File: config.mk
export PLATFORM = sky130hd
export DESIGN_NAME = game_end_ctrl
export DESIGN_NICKNAME = d
export VERILOG_FILES = /design/src/rtl/game_end_ctrl.sv
export SDC_FILE = /design/constraint.sdc
export NUM_CORES = 1
export LEC_CHECK = 0
export CORE_MARGIN = 2
export CORE_UTILIZATION = 52
export CTS_CLUSTER_SIZE = 24
export DETAILED_ROUTE_END_ITERATION = 8
export PLACE_DENSITY = 0.84
export SYNTH_ARGS = -nofsm -noshare
export SYNTH_HDL_FRONTEND = slang
export SYNTH_SLANG_ARGS = --single-unit
File: constraint.sdc
create_clock -name clk -period 2.15 [get_ports clk]
set_clock_uncertainty 0.05 [all_clocks]
set_input_delay 0.215 -clock clk [delete_from_list [all_inputs] [get_ports clk]]
set_output_delay 0.215 -clock clk [all_outputs]
set_load 0.1 [all_outputs]
File: src/rtl/game_end_ctrl.sv
// Game-over sequencer: latches the end cause, drives the end-screen overlay, freezes play and issues a restart pulse.
// Latency: all outputs registered, changing one clk edge after their cause; no flow control (pulse/level inputs only).
// Build option: GAME_END_AUTO_RESTART_EN adds an auto-restart once the end screen has been shown for HOLD_FRAMES frames.
module game_end_ctrl #(
   parameter int MIN_HOLD_FRAMES = 30,
   parameter int HOLD_FRAMES     = 300,
   parameter int FRAME_CNT_W     = 10
) (
   input  logic clk,
   input  logic rst,
   input  logic game_running,
   input  logic time_up,
   input  logic jump_fail_evt,
   input  logic frame_tick,
   input  logic btn_press,
   output logic end_en,
   output logic jump_fail,
   output logic freeze,
   output logic restart
);

   typedef enum logic [2:0] {
      S_IDLE,
      S_ARMED,
      S_HOLD,
      S_WAIT,
      S_RST_P
   } state_t;

   localparam logic [FRAME_CNT_W-1:0] MIN_CNT = FRAME_CNT_W'(MIN_HOLD_FRAMES);
   localparam logic [FRAME_CNT_W-1:0] CNT_MAX = '1;

   state_t                 state, state_nxt;
   logic [FRAME_CNT_W-1:0] frame_cnt, frame_cnt_nxt;
   logic                   jump_fail_nxt;
   logic                   end_en_nxt;
   logic                   restart_nxt;
   logic                   cnt_inc;
   logic                   timeout;

`ifdef GAME_END_AUTO_RESTART_EN
   localparam logic [FRAME_CNT_W-1:0] HOLD_CNT = FRAME_CNT_W'(HOLD_FRAMES);
   assign timeout = (frame_cnt == HOLD_CNT);
`else
   assign timeout = 1'b0;
`endif

   // Saturating frame counter; never wraps back into the button-lockout window.
   assign cnt_inc = frame_tick && (frame_cnt != CNT_MAX);

   always_comb begin
      state_nxt     = state;
      frame_cnt_nxt = frame_cnt;
      jump_fail_nxt = jump_fail;
      case (state)
         S_IDLE: begin
            if (game_running) state_nxt = S_ARMED;
         end
         S_ARMED: begin
            // A missed jump outranks a simultaneous timer expiry.
            if (jump_fail_evt || time_up) begin
               state_nxt     = S_HOLD;
               jump_fail_nxt = jump_fail_evt;
               frame_cnt_nxt = '0;
            end else if (!game_running) begin
               state_nxt = S_IDLE;
            end
         end
         S_HOLD: begin
            if (cnt_inc) frame_cnt_nxt = frame_cnt + 1'b1;
            if (frame_cnt == MIN_CNT) state_nxt = S_WAIT;
         end
         S_WAIT: begin
            if (cnt_inc) frame_cnt_nxt = frame_cnt + 1'b1;
            if (btn_press || timeout) state_nxt = S_RST_P;
         end
         S_RST_P: begin
            state_nxt = S_IDLE;
         end
         default: begin
            state_nxt = S_IDLE;
         end
      endcase
   end

   // Overlay stays up through the restart cycle and drops on the return to IDLE.
   assign end_en_nxt  = (state_nxt == S_HOLD) || (state_nxt == S_WAIT) || (state_nxt == S_RST_P);
   assign restart_nxt = (state_nxt == S_RST_P);

   always_ff @(posedge clk) begin
      if (rst) begin
         state     <= S_IDLE;
         frame_cnt <= '0;
         jump_fail <= 1'b0;
         end_en    <= 1'b0;
         freeze    <= 1'b0;
         restart   <= 1'b0;
      end else begin
         state     <= state_nxt;
         frame_cnt <= frame_cnt_nxt;
         jump_fail <= jump_fail_nxt;
         end_en    <= end_en_nxt;
         freeze    <= end_en_nxt;
         restart   <= restart_nxt;
      end
   end

endmodule

==> qor.txt <==
Final Hold Fails: 0
residual DRC count: 0
Die Width: 43.82 um
vias in the first global route: 728
Post-synth top flop: dfxtp_1
number of setup violations in the final report: 0
Pwr Density: 648.7 nW/um^2
Initial Utilization: 0.5538
hold buffer count at CTS: 0
post-synth top area share: 0.3885
Boundary Pins: 11
status: complete, no violations
via count: 833
setup repair bufs after CTS: 0
largest net degree at the start of global routing: 12
VDD IR-drop max: 0.0003651 V
GRT Resource Usage Total: 0.2150
post-synthesis cell area: 824.5 um^2
CTS tree: built
initial antenna violation count: 0
Nets: 122
crit share post-route: 0.8684
Worst Hold Depth: 2
worst r2r path cells: 5
CTS root buffer: clkbuf_4
Crit Path Max Fanout: 5
Synth cell types: 33
cts bufs inserted: 3
Post-Syn Nets: 109
share of cells above drive strength 1: 0.1250
Rows: 14
CTS-repair resized insts: 0
core region area: 1489 um^2
CTS sink count: 16
remaining global-route overflow: 0
area leader, netlist: dfxtp_1
first-pass GRT wire length: 3084 um
leak pwr: 0.3328 nW
commonest non-fill, non-tap cell in the layout: dfxtp_1
Synth warnings: 0
relative slew slack: 0.7238
CTS Buffer Depth: 2
DRT iter0 DRCs: 35
die height: 43.82 um
H-tree Lvls: 1
DP Wirelength: 1323 um
Final Cell Area: 969.7 um^2
critical path class: register to register
min cycle time layout: 1867 ps
f_max: 535.6 MHz
Worst-Skew Late Latency: 290 ps
Slew Viols, Final: 0
IO buf count: 10
ant diodes: 0
most frequent cells in the layout: dfxtp_1 (16), nand3_1 (11), nand2_1 (10), a21oi_1 (10), nor3_1 (8)
number of flops mapped to enable cells by yosys: 0
Synth Register Bits: 16
startpoint class of the critical path: register
drt via density: 6.508
Maximum Capacitance Violations: 0
Area Overhead vs Synth: 17.60%
Die ar.: 1920 um^2
dominant cells by area after synthesis: dfxtp_1 (39%), nand3_1 (6.7%), a21oi_1 (6.1%)
Final Power: 0.6290 mW
Reg clk slew, reported paths: 90 ps
RSZ-0062 raised after global routing: no
Final ANT Viol Nets: 0
CP arrival: 2030 ps
WL/cell: 14.07 um
Worst EP required: 2310 ps
Detailed Routing Iterations Pass 1: 4
GPL Wtd Cong: 0.8191
HP Class: register to register
CP endpoint kind: register
worst slew pin tran: 413.4 ps
Seq/Total Area, Yosys: 0.3885
Avg Inst Size Synth: 8.245 um^2
synthesized instance count: 100
Async SR Flop Fraction: 0
total routed wirelength: 1801 um
DP Area: 933.4 um^2
Final TNS setup: 0 ps
-- flip-flops by register name, summed over array words and instances (netlist names) --
name	cells
frame_cnt	10
state	3
freeze	1
jump_fail	1
restart	1
-- stage by stage --
step                      hold WS [ps]  utilization  setup WS [ps]  std cells
after global routing             506.7       0.6513          110.7        128
final                            479.9       0.6513          282.8        128
after CTS                        483.6       0.6513          283.1        128
after floorplan                  325.5            -          433.1        100
after global placement           438.0       0.6269          355.0        124
after detailed placement         462.1       0.6269          306.7        124
-- kinds of logic (layout without fill, tap and decap cells) --
logic type | Yosys count | count (layout) | synth area share
AO/OA/AOI/OAI | 31 | 31 | 0.2443
adder cells (fa/ha/maj) | 2 | 2 | 0.03034
buffers and inverters | 8 | 20 | 0.04248
flip-flops | 16 | 16 | 0.3885
AND/OR/NAND/NOR | 43 | 43 | 0.2944
-- worst paths after layout --
| kind | slack (ps) | endpoint | from |
|---|---|---|---|
| hold reg to reg | 480 | frame_cnt[4] | frame_cnt[4] |
| hold / removal | 480 | frame_cnt[4] | frame_cnt[4] |
| setup reg to reg | 280 | frame_cnt[5] | frame_cnt[0] |
| setup / recovery | 280 | frame_cnt[5] | frame_cnt[0] |
-- cell usage after synthesis (2+ instances only) --
library cell  count
a2111oi_0         2
nor4b_1           2
nand3_1          11
dfxtp_1          16
a21oi_1          10
inv_1             3
nor2_1            2
or4_1             2
a31oi_1           5
o211ai_1          2
nand2_1          10
ha_1              2
clkbuf_1          2
nor3_1            8
o21ai_0           4
nor2b_1           2
-- layout make-up --
cell class / instances / area [um^2]
timing repair buffer: 13 / 112.6
clock buffer: 4 / 36.28
fill: 120 / 519.2
sequential: 16 / 320.3
multi-input combinational: 76 / 469.2
tap: 16 / 20.02
inverter: 3 / 11.26
-- critical path: stages, from the launching register on --
cell,delay (ps)
dfxtp_1,350
ha_1,270
and4_4,230
a41o_1,250
or4_1,470
a31oi_1,180
-- report_power, final --
| group | leakage (nW) | internal [mW] | switching, mW |
|---|---|---|---|
| registers | 0.130 | 0.305 | 0.00921 |
| clock network | 0.0210 | 0.103 | 0.0971 |
| logic | 0.182 | 0.0370 | 0.0780 |
-- routing by layer --
| metal | global-route usage | share of wire |
|---|---|---|
| met5 | 0 | 0 |
| met4 | 0.09697 | 0.016 |
| met3 | 0.05417 | 0.071 |
| met2 | 0.3382 | 0.46 |
| met1 | 0.2755 | 0.45 |
Power figures use the tool's default switching activity.
